**src/rtl/axi4lite_reg_responder.sv**
```systemverilog
// AXI4-Lite slave with three read/write registers and a read-only write-commit counter.
// Optional macro AXI4LITE_SLVERR_EN: writes to the counter register answer SLVERR instead of OKAY.
module axi4lite_reg_responder #(
  parameter int ADDR_WIDTH = 2,
  parameter int DATA_WIDTH = 8
) (
  input  logic                      s_axi_aclk,
  input  logic                      s_axi_aresetn,
  input  logic [ADDR_WIDTH-1:0]     s_axi_awaddr,
  input  logic                      s_axi_awvalid,
  output logic                      s_axi_awready,
  input  logic [DATA_WIDTH-1:0]     s_axi_wdata,
  input  logic [DATA_WIDTH/8-1:0]   s_axi_wstrb,
  input  logic                      s_axi_wvalid,
  output logic                      s_axi_wready,
  output logic [1:0]                s_axi_bresp,
  output logic                      s_axi_bvalid,
  input  logic                      s_axi_bready,
  input  logic [ADDR_WIDTH-1:0]     s_axi_araddr,
  input  logic                      s_axi_arvalid,
  output logic                      s_axi_arready,
  output logic [DATA_WIDTH-1:0]     s_axi_rdata,
  output logic [1:0]                s_axi_rresp,
  output logic                      s_axi_rvalid,
  input  logic                      s_axi_rready,
  output logic [DATA_WIDTH-1:0]     reg0_o,
  output logic [DATA_WIDTH-1:0]     reg1_o,
  output logic [DATA_WIDTH-1:0]     reg2_o
);

  localparam int STRB_WIDTH = DATA_WIDTH / 8;

`ifdef AXI4LITE_SLVERR_EN
  localparam logic [1:0] CNT_WR_RESP = 2'b10;
`else
  localparam logic [1:0] CNT_WR_RESP = 2'b00;
`endif

  logic                  live_r;
  logic                  aw_full_r;
  logic [1:0]            aw_addr_r;
  logic                  w_full_r;
  logic [DATA_WIDTH-1:0] w_data_r;
  logic [STRB_WIDTH-1:0] w_strb_r;
  logic                  bvalid_r;
  logic [1:0]            bresp_r;
  logic                  rvalid_r;
  logic [DATA_WIDTH-1:0] rdata_r;
  logic [DATA_WIDTH-1:0] reg_r [0:3];

  logic                  aw_hs_s;
  logic                  w_hs_s;
  logic                  ar_hs_s;
  logic                  commit_s;
  logic                  commit_rw_s;
  logic [DATA_WIDTH-1:0] merged_s;

  function automatic logic [DATA_WIDTH-1:0] merge_lanes(
    input logic [DATA_WIDTH-1:0] old_val,
    input logic [DATA_WIDTH-1:0] new_val,
    input logic [STRB_WIDTH-1:0] strb
  );
    logic [DATA_WIDTH-1:0] res;
    res = old_val;
    for (int i = 0; i < STRB_WIDTH; i++) begin
      if (strb[i]) begin
        res[i*8 +: 8] = new_val[i*8 +: 8];
      end else begin
        res[i*8 +: 8] = old_val[i*8 +: 8];
      end
    end
    return res;
  endfunction

  // Readies depend only on registered state, so they are glitch-free and low in reset.
  assign s_axi_awready = live_r & ~aw_full_r & ~bvalid_r;
  assign s_axi_wready  = live_r & ~w_full_r & ~bvalid_r;
  assign s_axi_arready = live_r & ~rvalid_r;

  assign aw_hs_s     = s_axi_awvalid & s_axi_awready;
  assign w_hs_s      = s_axi_wvalid & s_axi_wready;
  assign ar_hs_s     = s_axi_arvalid & s_axi_arready;
  assign commit_s    = aw_full_r & w_full_r & ~bvalid_r;
  assign commit_rw_s = commit_s & (aw_addr_r != 2'd3);

  // Byte-lane merge of the held write data into the targeted register.
  always_comb begin
    merged_s = merge_lanes(reg_r[aw_addr_r], w_data_r, w_strb_r);
  end

  assign s_axi_bvalid = bvalid_r;
  assign s_axi_bresp  = bresp_r;
  assign s_axi_rvalid = rvalid_r;
  assign s_axi_rdata  = rdata_r;
  assign s_axi_rresp  = 2'b00;
  assign reg0_o       = reg_r[0];
  assign reg1_o       = reg_r[1];
  assign reg2_o       = reg_r[2];

  // Write path: AW/W holders, commit and B response.
  always_ff @(posedge s_axi_aclk or negedge s_axi_aresetn) begin
    if (!s_axi_aresetn) begin
      live_r    <= 1'b0;
      aw_full_r <= 1'b0;
      aw_addr_r <= 2'b00;
      w_full_r  <= 1'b0;
      w_data_r  <= '0;
      w_strb_r  <= '0;
      bvalid_r  <= 1'b0;
      bresp_r   <= 2'b00;
    end else begin
      live_r <= 1'b1;
      if (commit_s) begin
        aw_full_r <= 1'b0;
        w_full_r  <= 1'b0;
        bvalid_r  <= 1'b1;
        bresp_r   <= (aw_addr_r == 2'd3) ? CNT_WR_RESP : 2'b00;
      end else begin
        if (aw_hs_s) begin
          aw_full_r <= 1'b1;
          aw_addr_r <= s_axi_awaddr[1:0];
        end
        if (w_hs_s) begin
          w_full_r <= 1'b1;
          w_data_r <= s_axi_wdata;
          w_strb_r <= s_axi_wstrb;
        end
        if (bvalid_r && s_axi_bready) begin
          bvalid_r <= 1'b0;
        end
      end
    end
  end

  // Register file; register 3 counts commits to registers 0-2.
  always_ff @(posedge s_axi_aclk or negedge s_axi_aresetn) begin
    if (!s_axi_aresetn) begin
      for (int i = 0; i < 4; i++) begin
        reg_r[i] <= '0;
      end
    end else if (commit_rw_s) begin
      reg_r[aw_addr_r] <= merged_s;
      reg_r[3]         <= reg_r[3] + DATA_WIDTH'(1);
    end
  end

  // Read path: the register is sampled on the AR handshake edge, so a coincident commit is not seen.
  always_ff @(posedge s_axi_aclk or negedge s_axi_aresetn) begin
    if (!s_axi_aresetn) begin
      rvalid_r <= 1'b0;
      rdata_r  <= '0;
    end else if (ar_hs_s) begin
      rvalid_r <= 1'b1;
      rdata_r  <= reg_r[s_axi_araddr[1:0]];
    end else if (rvalid_r && s_axi_rready) begin
      rvalid_r <= 1'b0;
    end
  end

endmodule
```
**config.mk**
```make
export PLATFORM = sky130hd
export DESIGN_NAME = axi4lite_reg_responder
export DESIGN_NICKNAME = d
export VERILOG_FILES = /design/src/rtl/axi4lite_reg_responder.sv
export SDC_FILE = /design/constraint.sdc
export NUM_CORES = 1
export LEC_CHECK = 0
export CELL_PAD_IN_SITES_DETAIL_PLACEMENT = 1
export CELL_PAD_IN_SITES_GLOBAL_PLACEMENT = 1
export CORE_UTILIZATION = 30
export CTS_CLUSTER_DIAMETER = 100
export CTS_CLUSTER_SIZE = 14
export DETAILED_ROUTE_END_ITERATION = 8
export MAX_ROUTING_LAYER = met4
export PLACE_DENSITY = 0.67
export SLEW_MARGIN = 20
export SYNTH_ARGS = -nofsm -noshare
export SYNTH_HDL_FRONTEND = slang
export SYNTH_SLANG_ARGS = --single-unit
```
**constraint.sdc**
```tcl
create_clock -name s_axi_aclk -period 1.65 [get_ports s_axi_aclk]
set_clock_uncertainty 0.05 [all_clocks]
set_input_delay 0.165 -clock s_axi_aclk [delete_from_list [all_inputs] [get_ports s_axi_aclk]]
set_output_delay 0.165 -clock s_axi_aclk [all_outputs]
set_load 0.01 [all_outputs]
```
==> flow_metrics.env <==
export IMPL_pwr_share_comb=0.446
export IMPL_wire_length_of_the_first_global_routing_pass_mm=8.75
export IMPL_syn_avg_cell_area_um2=14.5
export IMPL_cts_tree="yes"
export IMPL_route_detailed_wl_per_inst_um=16.0
export IMPL_final_setup_worst_slack_ns=-0.0343
export IMPL_final_net_count=260
export IMPL_dieArea_um2=9240
export IMPL_layout_area_overhead_vs_synth_pct=32.0
export IMPL_synth_edf_count=0
export IMPL_number_of_buffers_inserted_by_port_buffering=56
export IMPL_synth_seq_cells=56
export IMPL_clkTransAtPathRegs_ns=0.10
export IMPL_simple_logic_cell_fraction_of_the_synthesized_area=0.0734
export IMPL_cts_htree_levels=2
export IMPL_switchingPower_uw=1860
export IMPL_clk_path_buf_depth=2
export IMPL_postLayoutCellArea_um2=3510
export IMPL_place_hpwl_mm=4.07
export IMPL_clock_root_buffer="sky130_fd_sc_hd__clkbuf_8"
export IMPL_ys_async_sr_fraction=1.00
export IMPL_critPathArrivalTime_ns=1.83
export IMPL_synthCells=183
export IMPL_violations="setup timing"
export IMPL_netlist_top_cells_count="56 x sky130_fd_sc_hd__dfrtp_1, 36 x sky130_fd_sc_hd__mux2_2, 28 x sky130_fd_sc_hd__buf_4, 8 x sky130_fd_sc_hd__mux2_4, 8 x sky130_fd_sc_hd__mux4_2"
export IMPL_vias=1598
export IMPL_worst_ep_required_time_ns=1.80
export IMPL_floorplan_io_pins=61
export IMPL_max_vdd_ir_drop_mv=0.467
export IMPL_floorplan_core_area_um2=8380
export IMPL_grt_pass1_vias=1633
export IMPL_clockPowerShare=0.121
export IMPL_most_frequently_used_flop_master_after_synthesis="sky130_fd_sc_hd__dfrtp_1"
export IMPL_share_of_the_clock_period_used_by_the_worst_path_after_layout=1.02
export IMPL_initialDrtViolationCount=52
export IMPL_report_power_total_uw=5900
export IMPL_worstRegToRegCells=5
export IMPL_netlist_top_cell_by_area="sky130_fd_sc_hd__dfrtp_1"
export IMPL_finalCoreUtilization=0.419
export IMPL_power_density_cell_area_nw_per_um2=1680
export IMPL_critical_path_peak_fanout=4
export IMPL_hold_ws_ns=0.348
export IMPL_synthXorXnorAreaFrac=0.0231
export IMPL_antenna_cells_inserted=0
export IMPL_top_cells_by_area_in_the_synthesized_netlist="sky130_fd_sc_hd__dfrtp_1 53%, sky130_fd_sc_hd__mux2_2 15%, sky130_fd_sc_hd__buf_4 7.9%"
export IMPL_synth_compound_gate_area_share=0.0118
export IMPL_synth_distinct_cells=33
export IMPL_avgViaCountPerCell=4.65
export IMPL_tritoncts_num_sinks=56
export IMPL_yosys_area_top_type_share=0.527
export IMPL_vertical_die_dimension_um=96.1
export IMPL_holdCritPathClass="primary input to async pin"
export IMPL_final_count_of_hold_timing_violations=0
export IMPL_placedInstanceArea_um2=3310
export IMPL_fill_cells=879
export IMPL_final_layout_size_suffix_gt1_frac=0.381
export IMPL_grt_setup_unrepaired="yes"
export IMPL_core_rowCount=33
export IMPL_grt_overflow_total=0
export IMPL_swShare=0.316
export IMPL_gr_usage_all_layers=0.134
export IMPL_routed_wl_mm=5.51
export IMPL_later_pin_clock_latency_in_the_skew_report_ns=0.30
export IMPL_grt_max_degree=57
export IMPL_initial_core_util=0.317
export IMPL_synthesis_yosys_warnings=0
export IMPL_synth_mux_area_frac=0.266
export IMPL_yosys_cell_count_top_type="sky130_fd_sc_hd__dfrtp_1"
export IMPL_finalSetupViolations=14
export IMPL_layout_min_cycle_time_ns=1.68
export IMPL_status="finished with violations"
export IMPL_detail_route_drc_violations=0
export IMPL_seq_power_share=0.433
export IMPL_antenna_found_initial=0
export IMPL_fin_tns_setup_ns=-0.296
export IMPL_synthAdderAreaFrac=0.00471
export IMPL_drt_pass1_iter_count=4
export IMPL_critPathCaptureType="flop"
export IMPL_timing_fmax_ghz=0.594
export IMPL_syn_area_um2=2660
export IMPL_power_internal_uw=4030
export IMPL_cts_inserted_buffers=5
export IMPL_final_max_slew_violation_count=0
export IMPL_floorplan_die_width_um=96.1
export IMPL_setup_worst_path_class="flop to flop"
export IMPL_largest_family_of_logic_cells_by_synthesized_area="multiplexers"
export IMPL_gpl_final_weighted_congestion=0.726
export IMPL_worstSetupStartpointType="flop"
export IMPL_total_leakage_power_uw=0.00157
export IMPL_maximum_capacitance_violations=0
export IMPL_postRouteAntennaNets=0
export IMPL_synth_seq_area_share=0.527
==> layer usage <==
layer	track usage	vias to the layer above	share of wire
met3	0.0269	7	0.037
met2	0.209	36	0.50
met1	0.176	823	0.45
met5	-	-	0
li1	-	732	-
met4	0.0373	0	0.013
==> critical path: stages (launching register included) <==
cell	delay, ns
sky130_fd_sc_hd__dfrtp_1	0.40
sky130_fd_sc_hd__buf_6	0.13
sky130_fd_sc_hd__nand4b_4	0.20
sky130_fd_sc_hd__or3_4	0.37
sky130_fd_sc_hd__buf_6	0.15
sky130_fd_sc_hd__mux2_4	0.29
==> registers in the layout (all words and copies together), names as in the netlist <==
register,cells
reg0_o,8
reg1_o,8
reg2_o,8
reg_r,8
s_axi_rdata,8
w_data_r,8
aw_addr_r,2
aw_full_r,1
live_r,1
s_axi_bvalid,1
s_axi_rvalid,1
w_full_r,1
w_strb_r,1
==> through the flow <==
stage | std cells | worst slack, ns
after floorplan | 186 | 0.0573
after global placement | 333 | -0.106
after detailed placement | 333 | -0.112
after CTS | 344 | -0.0409
after global routing | 344 | -0.0919
final | 344 | -0.0343
==> final cells by class <==
class / instances / area [um2] / area share
clock buffers: 5 / 68.8 / 0.0196
clock inverters: 2 / 12.5 / 0.00357
inverters: 2 / 7.51 / 0.00214
multi-input cells: 96 / 1100 / 0.313
flip-flops and latches: 56 / 1400 / 0.399
well taps: 105 / 131 / 0.0374
repair buffers: 78 / 787 / 0.224
==> layout by cell type (no fill, tap or decap), types with 2 or more instances in the layout <==
cell type / instances
sky130_fd_sc_hd__dfrtp_1: 56
sky130_fd_sc_hd__clkdlybuf4s50_1: 51
sky130_fd_sc_hd__mux2_2: 27
sky130_fd_sc_hd__mux2_4: 17
sky130_fd_sc_hd__buf_4: 13
sky130_fd_sc_hd__mux4_2: 8
sky130_fd_sc_hd__conb_1: 5
sky130_fd_sc_hd__clkbuf_8: 5
sky130_fd_sc_hd__xnor2_1: 4
sky130_fd_sc_hd__buf_12: 4
sky130_fd_sc_hd__buf_6: 4
sky130_fd_sc_hd__nor2_1: 3
sky130_fd_sc_hd__nand2_1: 3
sky130_fd_sc_hd__nor3b_4: 3
sky130_fd_sc_hd__nand4_1: 3
sky130_fd_sc_hd__xor2_1: 3
sky130_fd_sc_hd__dlygate4sd2_1: 3
sky130_fd_sc_hd__inv_1: 2
sky130_fd_sc_hd__o21ai_0: 2
sky130_fd_sc_hd__nor4_2: 2
==> power by group through the flow <==
| stage | clock network (uW) | registers [uW] | logic [uW] |
|---|---|---|---|
| 2_1_floorplan | 0 | 2470 | 1640 |
| 3_3_place_gp | 0 | 2570 | 2450 |
| 3_5_place_dp | 0 | 2600 | 2500 |
| 4_1_cts | 747 | 2570 | 2570 |
| 5_1_grt | 794 | 2670 | 2850 |
| 6_report | 714 | 2550 | 2630 |
==> kinds of logic (layout without fill, tap and decap cells) <==
group,count (synthesis),after routing
DFF,56,56
muxes,52,52
buffers and inverters,34,87
and+or+nand+nor,26,26
xor gates and xnor gates,7,7
AOI/OAI and AO/OA,5,5
other,2,5
adders and majority gates,1,1
==> what timing repair did <==
| action | in CTS | in global routing |
|---|---|---|
| pin swaps | 2 | 3 |
| endpoints found under the hold margin | 56 | 0 |
| gates resized for setup | 8 | 15 |
| setup endpoints to repair | 10 | 33 |
| setup buffers | 3 | 0 |
| hold buffers | 1 | 0 |
==> worst paths after layout <==
path / from / endpoint / slack, ns
max reg2reg: s_axi_bvalid / reg0_o[4] / -0.03
max in group asynchronous: s_axi_aresetn / s_axi_rdata[1] / 0.95
min: s_axi_aresetn / reg0_o[4] / 0.35
min in group s_axi_aclk: s_axi_rready / s_axi_rvalid / 0.38
max: s_axi_bvalid / reg0_o[4] / -0.03
min reg2reg: reg_r[7] / reg_r[7] / 0.44
No activity file was read; power rests on OpenSTA's default activity.
